<file path="src/rtl/id_ex_if.sv">
// Decode-side inputs and EX-side outputs of the ID/EX pipeline register.
// The slave modport faces the stage; the master modport faces the decoder/EX driver.
interface id_ex_if #(
   parameter int DATA_W = 32,
   parameter int CNT_W  = 16
);
   logic              valid_i;
   logic              RegWrite_i, ALUSrc_i, RegDst_i, Branch_i;
   logic              MemRead_i, MemWrite_i, MemToReg_i;
   logic [2:0]        ALU_op_i;
   logic              reads_rt_i;
   logic [4:0]        rs_addr_i, rt_addr_i, rd_addr_i;
   logic [DATA_W-1:0] rs_data_i, rt_data_i, imm_ext_i, pc4_i;
   logic              flush_i, hold_i;

   logic              valid_o;
   logic              RegWrite_o, ALUSrc_o, RegDst_o, Branch_o;
   logic              MemRead_o, MemWrite_o, MemToReg_o;
   logic [2:0]        ALU_op_o;
   logic [4:0]        rs_addr_o, rt_addr_o, rd_addr_o;
   logic [DATA_W-1:0] rs_data_o, rt_data_o, imm_ext_o, pc4_o;
   logic              stall_o;
   logic [CNT_W-1:0]  bubble_cnt_o;

   modport slave (
      input  valid_i, RegWrite_i, ALUSrc_i, RegDst_i, Branch_i, MemRead_i, MemWrite_i,
             MemToReg_i, ALU_op_i, reads_rt_i, rs_addr_i, rt_addr_i, rd_addr_i,
             rs_data_i, rt_data_i, imm_ext_i, pc4_i, flush_i, hold_i,
      output valid_o, RegWrite_o, ALUSrc_o, RegDst_o, Branch_o, MemRead_o, MemWrite_o,
             MemToReg_o, ALU_op_o, rs_addr_o, rt_addr_o, rd_addr_o,
             rs_data_o, rt_data_o, imm_ext_o, pc4_o, stall_o, bubble_cnt_o
   );

   modport master (
      output valid_i, RegWrite_i, ALUSrc_i, RegDst_i, Branch_i, MemRead_i, MemWrite_i,
             MemToReg_i, ALU_op_i, reads_rt_i, rs_addr_i, rt_addr_i, rd_addr_i,
             rs_data_i, rt_data_i, imm_ext_i, pc4_i, flush_i, hold_i,
      input  valid_o, RegWrite_o, ALUSrc_o, RegDst_o, Branch_o, MemRead_o, MemWrite_o,
             MemToReg_o, ALU_op_o, rs_addr_o, rt_addr_o, rd_addr_o,
             rs_data_o, rt_data_o, imm_ext_o, pc4_o, stall_o, bubble_cnt_o
   );
endinterface

</file>
<file path="src/rtl/id_ex_stage.sv">
// ID/EX pipeline register with load-use hazard detection, flush/hold handling
// and a saturating count of inserted load-use bubbles.
module id_ex_stage #(
   parameter int DATA_W = 32,
   parameter int CNT_W  = 16
) (
   input  logic     clk_i,
   input  logic     rst_i,
   id_ex_if.slave   bus
);
   localparam int CTRL_W = 10;
   localparam int BASE   = 4 * DATA_W;
   localparam int OPND_W = BASE + 15;
   localparam int RW_B = 9, AS_B = 8, RD_B = 7, BR_B = 6, MR_B = 5, MW_B = 4, MT_B = 3;
   localparam logic [CNT_W-1:0] CNT_MAX = {CNT_W{1'b1}};
   localparam logic [CNT_W-1:0] CNT_ONE = {{(CNT_W-1){1'b0}}, 1'b1};

   logic              valid_q, valid_d;
   logic [CTRL_W-1:0] ctrl_q, ctrl_d, ctrl_in_s;
   logic [OPND_W-1:0] opnd_q, opnd_d, opnd_in_s;
   logic [CNT_W-1:0]  cnt_q, cnt_d;
   logic [4:0]        ex_rt_s;
   logic              haz_s;

   assign ctrl_in_s = {bus.RegWrite_i, bus.ALUSrc_i, bus.RegDst_i, bus.Branch_i,
                       bus.MemRead_i, bus.MemWrite_i, bus.MemToReg_i, bus.ALU_op_i};
   assign opnd_in_s = {bus.rs_addr_i, bus.rt_addr_i, bus.rd_addr_i,
                       bus.rs_data_i, bus.rt_data_i, bus.imm_ext_i, bus.pc4_i};
   assign ex_rt_s   = opnd_q[BASE+9:BASE+5];

   // A load in EX whose destination is read by the decode instruction must wait one cycle
   assign haz_s = valid_q & ctrl_q[MR_B] & (ex_rt_s != 5'd0) & bus.valid_i &
                  ((bus.rs_addr_i == ex_rt_s) | (bus.reads_rt_i & (bus.rt_addr_i == ex_rt_s)));
   assign bus.stall_o = haz_s & ~bus.flush_i & ~bus.hold_i & ~rst_i;

   always_comb begin
      valid_d = valid_q;
      ctrl_d  = ctrl_q;
      opnd_d  = opnd_q;
      cnt_d   = cnt_q;
      if (bus.flush_i) begin
         valid_d = 1'b0;
         ctrl_d  = {CTRL_W{1'b0}};
         opnd_d  = opnd_in_s;
      end else if (bus.hold_i) begin
         valid_d = valid_q;
      end else if (haz_s) begin
         valid_d = 1'b0;
         ctrl_d  = {CTRL_W{1'b0}};
         opnd_d  = opnd_in_s;
         cnt_d   = (cnt_q == CNT_MAX) ? cnt_q : cnt_q + CNT_ONE;
      end else begin
         valid_d = bus.valid_i;
         ctrl_d  = bus.valid_i ? ctrl_in_s : {CTRL_W{1'b0}};
         opnd_d  = opnd_in_s;
      end
   end

   always_ff @(posedge clk_i or posedge rst_i) begin
      if (rst_i) begin
         valid_q <= 1'b0;
         ctrl_q  <= {CTRL_W{1'b0}};
         opnd_q  <= {OPND_W{1'b0}};
         cnt_q   <= {CNT_W{1'b0}};
      end else begin
         valid_q <= valid_d;
         ctrl_q  <= ctrl_d;
         opnd_q  <= opnd_d;
         cnt_q   <= cnt_d;
      end
   end

   assign bus.valid_o      = valid_q;
   assign bus.RegWrite_o   = ctrl_q[RW_B];
   assign bus.ALUSrc_o     = ctrl_q[AS_B];
   assign bus.RegDst_o     = ctrl_q[RD_B];
   assign bus.Branch_o     = ctrl_q[BR_B];
   assign bus.MemRead_o    = ctrl_q[MR_B];
   assign bus.MemWrite_o   = ctrl_q[MW_B];
   assign bus.MemToReg_o   = ctrl_q[MT_B];
   assign bus.ALU_op_o     = ctrl_q[2:0];
   assign bus.rs_addr_o    = opnd_q[BASE+14:BASE+10];
   assign bus.rt_addr_o    = ex_rt_s;
   assign bus.rd_addr_o    = opnd_q[BASE+4:BASE];
   assign bus.rs_data_o    = opnd_q[4*DATA_W-1:3*DATA_W];
   assign bus.rt_data_o    = opnd_q[3*DATA_W-1:2*DATA_W];
   assign bus.imm_ext_o    = opnd_q[2*DATA_W-1:DATA_W];
   assign bus.pc4_o        = opnd_q[DATA_W-1:0];
   assign bus.bubble_cnt_o = cnt_q;
endmodule

</file>
<file path="src/flat_wrapper.sv">
// flat-port wrapper written by rule: the top's interface ports become plain ports
module id_ex_stage_flat 
#(
   parameter int DATA_W = 32,
   parameter int CNT_W  = 16
)
  (clk_i, rst_i, bus_valid_i, bus_RegWrite_i, bus_ALUSrc_i, bus_RegDst_i, bus_Branch_i, bus_MemRead_i, bus_MemWrite_i, bus_MemToReg_i, bus_ALU_op_i, bus_reads_rt_i, bus_rs_addr_i, bus_rt_addr_i, bus_rd_addr_i, bus_rs_data_i, bus_rt_data_i, bus_imm_ext_i, bus_pc4_i, bus_flush_i, bus_hold_i, bus_valid_o, bus_RegWrite_o, bus_ALUSrc_o, bus_RegDst_o, bus_Branch_o, bus_MemRead_o, bus_MemWrite_o, bus_MemToReg_o, bus_ALU_op_o, bus_rs_addr_o, bus_rt_addr_o, bus_rd_addr_o, bus_rs_data_o, bus_rt_data_o, bus_imm_ext_o, bus_pc4_o, bus_stall_o, bus_bubble_cnt_o);
  id_ex_if #(.DATA_W(DATA_W), .CNT_W(CNT_W)) bus_i ();
  input  logic clk_i;
  input  logic rst_i;
  input wire logic [$bits(bus_i.valid_i)-1:0] bus_valid_i;
  input wire logic [$bits(bus_i.RegWrite_i)-1:0] bus_RegWrite_i;
  input wire logic [$bits(bus_i.ALUSrc_i)-1:0] bus_ALUSrc_i;
  input wire logic [$bits(bus_i.RegDst_i)-1:0] bus_RegDst_i;
  input wire logic [$bits(bus_i.Branch_i)-1:0] bus_Branch_i;
  input wire logic [$bits(bus_i.MemRead_i)-1:0] bus_MemRead_i;
  input wire logic [$bits(bus_i.MemWrite_i)-1:0] bus_MemWrite_i;
  input wire logic [$bits(bus_i.MemToReg_i)-1:0] bus_MemToReg_i;
  input wire logic [$bits(bus_i.ALU_op_i)-1:0] bus_ALU_op_i;
  input wire logic [$bits(bus_i.reads_rt_i)-1:0] bus_reads_rt_i;
  input wire logic [$bits(bus_i.rs_addr_i)-1:0] bus_rs_addr_i;
  input wire logic [$bits(bus_i.rt_addr_i)-1:0] bus_rt_addr_i;
  input wire logic [$bits(bus_i.rd_addr_i)-1:0] bus_rd_addr_i;
  input wire logic [$bits(bus_i.rs_data_i)-1:0] bus_rs_data_i;
  input wire logic [$bits(bus_i.rt_data_i)-1:0] bus_rt_data_i;
  input wire logic [$bits(bus_i.imm_ext_i)-1:0] bus_imm_ext_i;
  input wire logic [$bits(bus_i.pc4_i)-1:0] bus_pc4_i;
  input wire logic [$bits(bus_i.flush_i)-1:0] bus_flush_i;
  input wire logic [$bits(bus_i.hold_i)-1:0] bus_hold_i;
  output wire logic [$bits(bus_i.valid_o)-1:0] bus_valid_o;
  output wire logic [$bits(bus_i.RegWrite_o)-1:0] bus_RegWrite_o;
  output wire logic [$bits(bus_i.ALUSrc_o)-1:0] bus_ALUSrc_o;
  output wire logic [$bits(bus_i.RegDst_o)-1:0] bus_RegDst_o;
  output wire logic [$bits(bus_i.Branch_o)-1:0] bus_Branch_o;
  output wire logic [$bits(bus_i.MemRead_o)-1:0] bus_MemRead_o;
  output wire logic [$bits(bus_i.MemWrite_o)-1:0] bus_MemWrite_o;
  output wire logic [$bits(bus_i.MemToReg_o)-1:0] bus_MemToReg_o;
  output wire logic [$bits(bus_i.ALU_op_o)-1:0] bus_ALU_op_o;
  output wire logic [$bits(bus_i.rs_addr_o)-1:0] bus_rs_addr_o;
  output wire logic [$bits(bus_i.rt_addr_o)-1:0] bus_rt_addr_o;
  output wire logic [$bits(bus_i.rd_addr_o)-1:0] bus_rd_addr_o;
  output wire logic [$bits(bus_i.rs_data_o)-1:0] bus_rs_data_o;
  output wire logic [$bits(bus_i.rt_data_o)-1:0] bus_rt_data_o;
  output wire logic [$bits(bus_i.imm_ext_o)-1:0] bus_imm_ext_o;
  output wire logic [$bits(bus_i.pc4_o)-1:0] bus_pc4_o;
  output wire logic [$bits(bus_i.stall_o)-1:0] bus_stall_o;
  output wire logic [$bits(bus_i.bubble_cnt_o)-1:0] bus_bubble_cnt_o;
  assign bus_i.valid_i = bus_valid_i;
  assign bus_i.RegWrite_i = bus_RegWrite_i;
  assign bus_i.ALUSrc_i = bus_ALUSrc_i;
  assign bus_i.RegDst_i = bus_RegDst_i;
  assign bus_i.Branch_i = bus_Branch_i;
  assign bus_i.MemRead_i = bus_MemRead_i;
  assign bus_i.MemWrite_i = bus_MemWrite_i;
  assign bus_i.MemToReg_i = bus_MemToReg_i;
  assign bus_i.ALU_op_i = bus_ALU_op_i;
  assign bus_i.reads_rt_i = bus_reads_rt_i;
  assign bus_i.rs_addr_i = bus_rs_addr_i;
  assign bus_i.rt_addr_i = bus_rt_addr_i;
  assign bus_i.rd_addr_i = bus_rd_addr_i;
  assign bus_i.rs_data_i = bus_rs_data_i;
  assign bus_i.rt_data_i = bus_rt_data_i;
  assign bus_i.imm_ext_i = bus_imm_ext_i;
  assign bus_i.pc4_i = bus_pc4_i;
  assign bus_i.flush_i = bus_flush_i;
  assign bus_i.hold_i = bus_hold_i;
  assign bus_valid_o = bus_i.valid_o;
  assign bus_RegWrite_o = bus_i.RegWrite_o;
  assign bus_ALUSrc_o = bus_i.ALUSrc_o;
  assign bus_RegDst_o = bus_i.RegDst_o;
  assign bus_Branch_o = bus_i.Branch_o;
  assign bus_MemRead_o = bus_i.MemRead_o;
  assign bus_MemWrite_o = bus_i.MemWrite_o;
  assign bus_MemToReg_o = bus_i.MemToReg_o;
  assign bus_ALU_op_o = bus_i.ALU_op_o;
  assign bus_rs_addr_o = bus_i.rs_addr_o;
  assign bus_rt_addr_o = bus_i.rt_addr_o;
  assign bus_rd_addr_o = bus_i.rd_addr_o;
  assign bus_rs_data_o = bus_i.rs_data_o;
  assign bus_rt_data_o = bus_i.rt_data_o;
  assign bus_imm_ext_o = bus_i.imm_ext_o;
  assign bus_pc4_o = bus_i.pc4_o;
  assign bus_stall_o = bus_i.stall_o;
  assign bus_bubble_cnt_o = bus_i.bubble_cnt_o;
  id_ex_stage #(.DATA_W(DATA_W), .CNT_W(CNT_W)) u_core (.clk_i(clk_i), .rst_i(rst_i), .bus(bus_i));
endmodule
</file>
<file path="config.mk">
export PLATFORM = sky130hd
export DESIGN_NAME = id_ex_stage_flat
export DESIGN_NICKNAME = d
export VERILOG_FILES = /design/src/rtl/id_ex_if.sv /design/src/rtl/id_ex_stage.sv /design/src/flat_wrapper.sv
export SDC_FILE = /design/constraint.sdc
export NUM_CORES = 1
export LEC_CHECK = 0
export CORE_MARGIN = 2
export CORE_UTILIZATION = 44
export DETAILED_ROUTE_END_ITERATION = 6
export PLACE_DENSITY = 0.83
export SYNTH_ARGS = -nofsm -noshare
export SYNTH_HDL_FRONTEND = slang
export SYNTH_SLANG_ARGS = --single-unit
</file>
<file path="constraint.sdc">
create_clock -name clk_i -period 10.6 [get_ports clk_i]
set_input_delay 3.18 -clock clk_i [delete_from_list [all_inputs] [get_ports clk_i]]
set_output_delay 3.18 -clock clk_i [all_outputs]
set_load 0.02 [all_outputs]
</file>
### After elaboration in Yosys (flattened, before gate mapping)

Cells that the tools add are included.

| operators by class | value |
|---|---|
| $add $sub $neg | 1 |
| eq/ne operators | 4 |
| bitwise logic cells | 13 |
| multiplexer cells | 9 |
| reduce and logical (&&, ||, !) cells | 2 |

Operators with widths:

| kind | count |
|---|---|
| two-way mux 143 bit | 2 |
| two-way mux 10 bit | 4 |
| adder 16 x 1 -> 16 bit (second input constant) | 1 |
| equality test 16 bit (second input constant) | 1 |
| equality test 5 bit | 2 |
| bitwise AND 1 bit | 8 |
| nonzero test 5 bit | 1 |
| NOT 1 bit | 4 |
| AND reduction 4 bit | 1 |
| two-way mux 1 bit | 3 |
| inequality test 2 bit (second input constant) | 1 |
| OR 1 bit | 1 |

| storage, ports and cells | value |
|---|---|
| output and inout bits | 171 |
| logic and storage cells | 33 |
| input port bits | 159 |
| bits in registers | 170 |

### Logic depth before layout (Yosys ltp)

Gate-level depths: netlist of run 1.

| logic depth | value |
|---|---|
| word-level depth | 7 |
| depth in mapped cells | 6 |
| gate-level depth less buffers | 6 |

### Least setup slack after synthesis of run 1

Ideal clock, no wire load.

| timing path | value |
|---|---|
| path kind | in2out |
| start point | input bus_rs_addr_i[4] |
| end point | output bus_stall_o |
| path buffers | 1 |
| data arrival time | 4765 ps |
| slack | 2655 ps |
| required time | 7420 ps |
| stages | 6 |
| path through | xnor2_1 -> nand3_1 -> o22ai_2 -> clkbuf_1 -> nand3_1 -> nor4_1 |

| between the ends | value |
|---|---|
| longest elaborated chain between the ends | 6 |

RTL lines:

| item | line | text |
|---|---|---|
| from (decl) | flat_wrapper.sv:21 | `input wire logic [$bits(bus_i.rs_addr_i)-1:0] bus_rs_addr_i;` |
| equality test 5 bit | id_ex_stage.sv:33 | `((bus.rs_addr_i == ex_rt_s) \| (bus.reads_rt_i & (bus.rt_addr_i == ex_rt_s)));` |
| OR 1 bit | id_ex_stage.sv:33 |  |
| bitwise AND 1 bit | id_ex_stage.sv:32 | `assign haz_s = valid_q & ctrl_q[MR_B] & (ex_rt_s != 5'd0) & bus.valid_i &` |
| bitwise AND 1 bit (3 in series) | id_ex_stage.sv:34 | `assign bus.stall_o = haz_s & ~bus.flush_i & ~bus.hold_i & ~rst_i;` |
| to (decl) | flat_wrapper.sv:46 | `output wire logic [$bits(bus_i.stall_o)-1:0] bus_stall_o;` |

No other way between the ends.

### Worst setup path in the final report of run 1

Same ends and word-level chain as after synthesis.

==> summary.txt, run 1 <==
setup total negative slack -> 0 ps
PortBufs -> 329
worst slew pin tran -> 985 ps
M1 WL -> 7.61 mm
crit-path cells -> clkdlybuf4s50_1 > xnor2_1 > nand3_1 > o22ai_2 > nand3_1 > nor4_1 > clkdlybuf4s50_1
synthesized cell area -> 6700 sq um
Seq/Total Area, Yosys -> 63.5%
gr usage total -> 24.6%
Pleak -> 0.00510 uW
Vias/cell -> 4.83
Clock Path Buffers -> 2
flop-to-flop setup slack -> 8190 ps
Warnings, synthesis -> 0
Area growth syn-to-layout -> 60.9%
worst path arrival time -> 5620 ps
flops & latches, synth -> 170
largest net degree at the start of global routing -> 94
startpoint type of the worst setup path -> input pin
detailed router's first-iteration violation count -> 413
number of global-route vias before repair -> 5988
Final Non-Filler Cells -> 1246
I/O pins -> 330
asr flop ratio synth -> 100%
Critical path origin -> bus_rs_addr_i[4]
Synth area leaders -> dfrtp_1 64%, nand2_1 24%, xnor2_1 3.3%
postcts setup bufs -> 0
most frequent cells in the layout -> 435 x nand2_1, 329 x clkdlybuf4s50_1, 170 x dfrtp_1
Clock Sinks -> 170
drc violations -> 0
CTS tree -> yes
Crit Path Max Fanout -> 17
most common library cell in the layout ignoring fill and taps -> nand2_1
Placer Congestion -> 0.829
fin. max-slew vios -> 0
Power Dens Cells -> 158 nW/um^2
Placed Cells -> 1214
cell family with most CP delay -> buffers and inverters
final setup violation count -> 0
count of different cell masters after synthesis -> 28
final hold violations -> 0
Antenna Cells -> 0
fill cell count -> 1102
row cnt -> 45
width of the die -> 127 microns
post-synth top area share -> 63.5%
Via Count -> 6018
Num CTS Buffers -> 17
fin crit share -> 83.0%
htree depth -> 4
cell count along the critical path -> 7
Hold Crit Class -> register to register
crit path to -> bus_stall_o
Mean Syn Cell Area -> 9.20 sq um
die height -> 127 microns
clock skew -> 8.63 ps
Post-synth EDFFs -> 0
Slowest-stage cell, CP -> o22ai_2
Buf+Inv Stages, Crit Path -> 2
Max Clk Rate -> 114 MHz
Clock Tree Root -> clkbuf_16
maxcap violations -> 0
Worst EP required -> 7420 ps
drt total wl -> 19.6 mm
Reg-to-Reg End -> u_core.ctrl_q[9]
Syn Inst Count -> 728
layout cells sized above 1 -> 3.97%
Relative slew margins -> 34.3%
worst skew pair latency -> 420 ps
ys flop type -> dfrtp_1
Final ANT Viol Nets -> 0
Initial Util -> 44.5%
Power Total -> 1700 uW
GRT overflow -> 0
total core area -> 15000 sq um
post_cts resized -> 0
hold depth -> 2
R2R cell count -> 4
met3 wire len -> 1.82 mm
DR top layer -> met4
DR WL/cell -> 15.7 microns
Hold Path Origin -> u_core.opnd_q[95]
fin crit period -> 8800 ps
Detail Placement HPWL -> 13.7 mm
first-pass GRT wire length -> 30.9 mm
initial antenna violation count -> 0
Syn Nets -> 888
Placed Area -> 10100 sq um
final net count -> 1205
cell taking the most area after synthesis -> dfrtp_1
cell area after layout -> 10800 sq um
RSZ-0062 raised after global routing -> false
Die ar. -> 16200 sq um
Pre-antenna DRT Iters -> 4
outcome -> completed
WL met2 -> 9.48 mm
crit path capture type -> output pin
RR Startpoint -> u_core.opnd_q[136]
maximum VDD drop -> 0.0000996 V
Crit Path Class -> input pin to output pin
crit-path max cell delay -> 670 ps
clock-pin slew on the worst setup and hold paths -> 60 ps
hold buffers post-CTS -> 0
-- flip-flops by register name, indices dropped and copies added (netlist names) --
signal and count:
u_core.opnd_q 143, u_core.ctrl_q 10, u_core.bus.valid_o 1, u_core.bus.bubble_cnt_o 16
-- worst min path at each step --
stage                         end  slack (ps)
2_1_floorplan    u_core.opnd_q[0]         580
3_5_place_dp    u_core.opnd_q[27]         450
3_3_place_gp   u_core.opnd_q[131]         450
6_report        u_core.opnd_q[95]         460
5_1_grt         u_core.opnd_q[57]         480
4_1_cts         u_core.opnd_q[27]         470
-- metrics by stage --
| stage | setup slack (ps) | hold WS [ps] | utilization (%) |
|---|---|---|---|
| after detailed placement | 1800 | 454 | 67.4 |
| after floorplan | 2660 | 583 | - |
| after global placement | 1880 | 448 | 67.4 |
| final | 1800 | 461 | 71.7 |
| after global routing | 1650 | 485 | 71.7 |
| after CTS | 1810 | 468 | 71.7 |
-- worst register-to-register path, delay by kind of cell (launching register included) --
family	cells	cell delay (ps)
compound gates	3	1330
flops	1	450
simple gates	1	560
-- cell families after synthesis --
family | count (synthesis) | synth area share [%]
compound gates | 15 | 2.37
xor+xnor | 25 | 3.27
fa+ha+maj | 1 | 0.187
buf+inv | 37 | 2.19
flops | 170 | 63.5
mux | 1 | 0.168
simple gates | 479 | 28.3
-- power by group --
| group | switching, uW | total (uW) | internal [uW] |
|---|---|---|---|
| logic | 156 | 312 | 156 |
| clock network | 250 | 666 | 415 |
| registers | 27.5 | 723 | 696 |
| total | 434 | 1700 | 1270 |
-- cell usage after synthesis, types with 2 or more instances --
library cell and n:
nand4_1 9, a22o_1 10, xnor2_1 25, and3_1 4, buf_1 7, nand2_1 435
nor3_1 4, clkbuf_1 27, nor4_1 2, nor2_1 2, nand3_1 15, dfrtp_1 170
inv_1 2, and4_1 2
-- area by class of cell --
type | instances | area (sq um) | share of cell area, %
Timing Repair Buffer | 333 | 3320 | 30.8
Clock buffer | 23 | 478 | 4.44
Multi-Input combinational cell | 521 | 2310 | 21.4
Inverter | 2 | 12.5 | 0.116
Sequential cell | 170 | 4250 | 39.5
Clock inverter | 9 | 160 | 1.49
Tap cell | 188 | 235 | 2.18
-- per-layer routing --
layer / global-route usage (%) / up-vias
li1: - / 2896
met1: 29.4 / 2812
met2: 39.8 / 259
met3: 9.76 / 51
met4: 10.3 / 0
met5: 0 / -
Power figures use the tool's default switching activity.
==> run 2, diff against run 1 <==
- CORE_UTILIZATION: 44 -> 37
- PLACE_DENSITY: 0.83 -> 0.74
- clock period: 10.6 -> 7.4 ns (I/O delays scaled with it)
==> run 2 against run 1 <==
Effect of this change:
- cell area about the same
- critical path depth is 1 higher
- count of clock-buffer cells in the layout down 6
- critical path type unchanged
- highest routed layer unchanged
==> summary.txt, run 2 (synthesis results as in run 1) <==
outcome -> completed
final hold violations -> 0
Detail Placement HPWL -> 13.8 mm
drt total wl -> 19.6 mm
clock skew -> 16.1 ps
fin crit share -> 89.4%
Clock Path Buffers -> 2
Crit Path Max Fanout -> 17
die height -> 139 microns
Pleak -> 0.00509 uW
post_cts resized -> 0
Die ar. -> 19200 sq um
Util after Layout -> 60.4%
Area growth syn-to-layout -> 61.0%
worst skew pair latency -> 430 ps
I/O pins -> 330
crit path capture type -> output pin
width of the die -> 139 microns
RSZ-0062 raised after global routing -> false
Max Clk Rate -> 151 MHz
Critical path origin -> bus_rt_addr_i[4]
max reg flops -> 143
Biggest register -> u_core.opnd_q
Num CTS Buffers -> 17
setup total negative slack -> 0 ps
maximum VDD drop -> 0.000152 V
Crit Path Class -> input pin to output pin
hold buffers post-CTS -> 0
DR WL/cell -> 15.2 microns
htree depth -> 4
GRT overflow -> 0
most frequent cells in the layout -> 435 x nand2_1, 329 x clkdlybuf4s50_1, 170 x dfrtp_1
hold depth -> 2
gr usage total -> 20.9%
layout cells sized above 1 -> 4.43%
first-pass GRT wire length -> 32.0 mm
initial antenna violation count -> 0
Clock Tree Root -> clkbuf_16
Final ANT Viol Nets -> 0
Relative slew margins -> 25.4%
maxcap violations -> 0
final setup violation count -> 0
RR Startpoint -> u_core.opnd_q[133]
fin. max-slew vios -> 0
total core area -> 17800 sq um
Pre-antenna DRT Iters -> 4
number of global-route vias before repair -> 5933
PortBufs -> 329
Antenna Cells -> 0
Placer Congestion -> 0.824
Worst EP required -> 5180 ps
drc violations -> 0
row cnt -> 49
CTS tree -> yes
Vias/cell -> 4.57
worst path arrival time -> 4400 ps
Clock Sinks -> 170
final net count -> 1207
postcts setup bufs -> 0
most common library cell in the layout ignoring fill and taps -> nand2_1
startpoint type of the worst setup path -> input pin
Hold Crit Class -> register to register
Power Dens Cells -> 218 nW/um^2
R2R cell count -> 4
Hold Path Origin -> u_core.opnd_q[2]
fin crit period -> 6620 ps
Via Count -> 5894
worst slew pin tran -> 1120 ps
Initial Util -> 37.5%
detailed router's first-iteration violation count -> 274
clock-pin slew on the worst setup and hold paths -> 60 ps
largest net degree at the start of global routing -> 98
[run 2: power by group]
part | internal (uW) | total, uW | switching, uW
clock network | 470 | 861 | 391
logic | 225 | 448 | 223
registers | 996 | 1040 | 39.8
[run 2: worst paths after layout]
kind                                                     to  slack [ps]
worst max-delay path                            bus_stall_o         780
worst min-delay path                       u_core.opnd_q[2]         460
worst min register to register             u_core.opnd_q[2]         460
worst max register to register             u_core.ctrl_q[5]        4860
min in group asynchronous       u_core.bus.bubble_cnt_o[11]        2380
max in group asynchronous                 u_core.opnd_q[48]        3710
[run 2: layout make-up]
type / count / area (sq um)
clock buffers: 17 / 425
inverters: 2 / 12.5
repair buffers: 335 / 3350
fillers: 1499 / 7060
clock inverters: 15 / 138
multi-input cells: 521 / 2310
well taps: 229 / 287
flip-flops and latches: 170 / 4250
[run 2: metrics by stage]
step	instances	instance area, sq um	hold WS, ps	power (uW)	worst slack, ps
after floorplan	728	6700	583	1240	577
after global placement	1257	10200	448	1500	782
after detailed placement	1257	10200	454	1510	769
after CTS	1289	10800	469	2370	756
after global routing	1289	10800	486	2450	611
final	1289	10800	465	2350	782
[run 2: critical path: stages]
cell,delay (ps)
clkdlybuf4s50_1,490
xnor2_1,150
nand4_1,210
o22ai_2,160
buf_4,250
nand3_1,100
nor4_1,170
clkdlybuf4s50_1,650
[run 2: metal layers]
layer / wire [microns] / track usage, % / vias up
met5: 0 / 0 / -
met4: 561 / 8.22 / 0
met3: 1260 / 6.48 / 39
met2: 9550 / 34.9 / 195
met1: 8270 / 25.5 / 2760
li1: - / - / 2900
==> run 3, diff against run 2 <==
- CORE_UTILIZATION: 37 -> 44
- HOLD_SLACK_MARGIN: unset -> 0.03
- PLACE_DENSITY: 0.74 -> 0.83
- clock period: 7.4 -> 8.4 ns (I/O delays scaled with it)
==> run 3 against run 2 <==
Effect of this change:
- final cell count down 3.4%
- die area down 15%
- count of clock-buffer cells in the layout grew 3
- critical endpoint unchanged
==> summary.txt, run 3 (synthesis results as in run 1) <==
worst skew pair latency -> 420 ps
outcome -> completed
post-route setup slack -> 958 ps
clock network power share -> 38.6%
Pre-antenna DRT Iters -> 4
hold slack -> 464 ps
Num CTS Buffers -> 17
Worst Hold Endpoint -> u_core.opnd_q[122]
internal power -> 1580 uW
row cnt -> 45
detailed router's first-iteration violation count -> 435
maxcap violations -> 0
first-pass GRT wire length -> 31.0 mm
initial antenna violation count -> 0
combinational power share -> 18.5%
Die ar. -> 16200 sq um
M3 GR Usage -> 8.71%
fin. max-slew vios -> 0
Clock Tree Root -> clkbuf_16
fin crit share -> 88.6%
worst path arrival time -> 4920 ps
Slowest-stage cell, CP -> o22ai_2
Detail Placement HPWL -> 14.0 mm
Vias/cell -> 4.80
drc violations -> 0
PortBufs -> 329
final hold violations -> 0
Clock Path Buffers -> 2
largest net degree at the start of global routing -> 109
Final ANT Viol Nets -> 0
number of global-route vias before repair -> 6056
Crit Path Class -> input pin to output pin
postcts setup bufs -> 0
Hold Path Origin -> u_core.opnd_q[122]
GRT busiest layer -> met2
fin crit period -> 7440 ps
Placed Cells -> 1214
htree depth -> 4
post_cts resized -> 0
DR WL/cell -> 15.8 microns
Initial Util -> 44.5%
most common library cell in the layout ignoring fill and taps -> nand2_1
Max Clk Rate -> 134 MHz
drt total wl -> 19.6 mm
Biggest register -> u_core.opnd_q
worst slew pin tran -> 951 ps
Buf+Inv Stages, Crit Path -> 2
Post-Place Worst Slack -> 941 ps
CTS tree -> yes
crit-path cells -> clkdlybuf4s50_1 > xnor2_1 > nand3_1 > o22ai_2 > nand3_1 > nor4_1 > clkdlybuf4s50_1
Final Non-Filler Cells -> 1245
P_sw -> 549 uW
Seq pwr share -> 42.9%
Worst EP required -> 5880 ps
cell area after layout -> 10800 sq um
Power Dens Cells -> 198 nW/um^2
Crit Path Max Fanout -> 17
Antenna Cells -> 0
Placer Congestion -> 0.824
width of the die -> 127 microns
max reg flops -> 143
die height -> 127 microns
final net count -> 1205
flop-to-flop setup slack -> 5990 ps
maximum VDD drop -> 0.000140 V
Via Count -> 5976
hold depth -> 2
crit-path max cell delay -> 650 ps
RR Startpoint -> u_core.opnd_q[136]
switching share of total power -> 25.8%
R2R cell count -> 4
most frequent cells in the layout -> 435 x nand2_1, 329 x clkdlybuf4s50_1, 170 x dfrtp_1
Area growth syn-to-layout -> 60.6%
clock-pin slew on the worst setup and hold paths -> 70 ps
I/O pins -> 330
Clock Sinks -> 170
clock skew -> 7.16 ps
GRT overflow -> 0
RSZ-0062 raised after global routing -> false
M2 GR Usage -> 40.9%
crit path capture type -> output pin
total core area -> 15000 sq um
final setup violation count -> 0
Relative slew margins -> 36.6%
layout cells sized above 1 -> 3.97%
GRT met1 Usage -> 28.9%
Hold Crit Class -> register to register
cell family with most CP delay -> buffers and inverters
hold buffers post-CTS -> 0
Placed Area -> 10100 sq um
Reg-to-Reg End -> u_core.ctrl_q[0]
cell count along the critical path -> 7
startpoint type of the worst setup path -> input pin
gr usage total -> 24.6%
Pleak -> 0.00509 uW
setup total negative slack -> 0 ps
## run 3: changes by cell type in the layout (fill, tap and decap cells not counted)
cell        change
clkbuf_8        +1
bufinv_16       +3
clkinvlp_4      +1
inv_6           -5
inv_8           -1
buf_4           -1
buf_12          -1
clkinv_2        -2
clkbuf_1        +2
## run 3: cell type report
class / instances / area (sq um)
Sequential cell: 170 / 4250
Inverter: 2 / 12.5
Clock buffer: 20 / 447
Clock inverter: 11 / 170
Multi-Input combinational cell: 521 / 2310
Fill cell: 1117 / 4280
Timing Repair Buffer: 333 / 3320
Tap cell: 188 / 235
## run 3: power groups by stage
stage | registers [uW] | logic, uW | clock network [uW]
after floorplan | 1000 | 92.3 | 0
after global placement | 924 | 391 | 0
after detailed placement | 927 | 396 | 0
after CTS | 913 | 398 | 833
after global routing | 920 | 423 | 868
final | 913 | 393 | 822
## run 3: metal layers
layer	part of all wire [%]	vias up
met5	0	-
met4	3.0	0
met3	9.4	40
met2	49	243
met1	38	2793
li1	-	2900
## run 3: worst max path at each step
stage	startpoint	endpoint	slack (ps)
after floorplan	rst_i	u_core.bus.bubble_cnt_o[0]	1280
after global placement	bus_rs_addr_i[4]	bus_stall_o	1000
after detailed placement	bus_rs_addr_i[4]	bus_stall_o	940
after CTS	bus_rs_addr_i[4]	bus_stall_o	940
after global routing	bus_rs_addr_i[4]	bus_stall_o	820
final	bus_rs_addr_i[4]	bus_stall_o	960
## run 3: stage by stage
step                utilization [%]  total power [uW]
floorplan                         -              1090
global placement               67.4              1320
detailed placement             67.4              1320
CTS                            71.5              2140
global route                   71.5              2210
finish                         71.5              2130
## run 3: worst reg2reg max path: stages, from the launching register on
cell and delay, ps:
dfrtp_1 450, or4_4 550, o21a_4 230, a2111oi_4 860, a22o_1 250
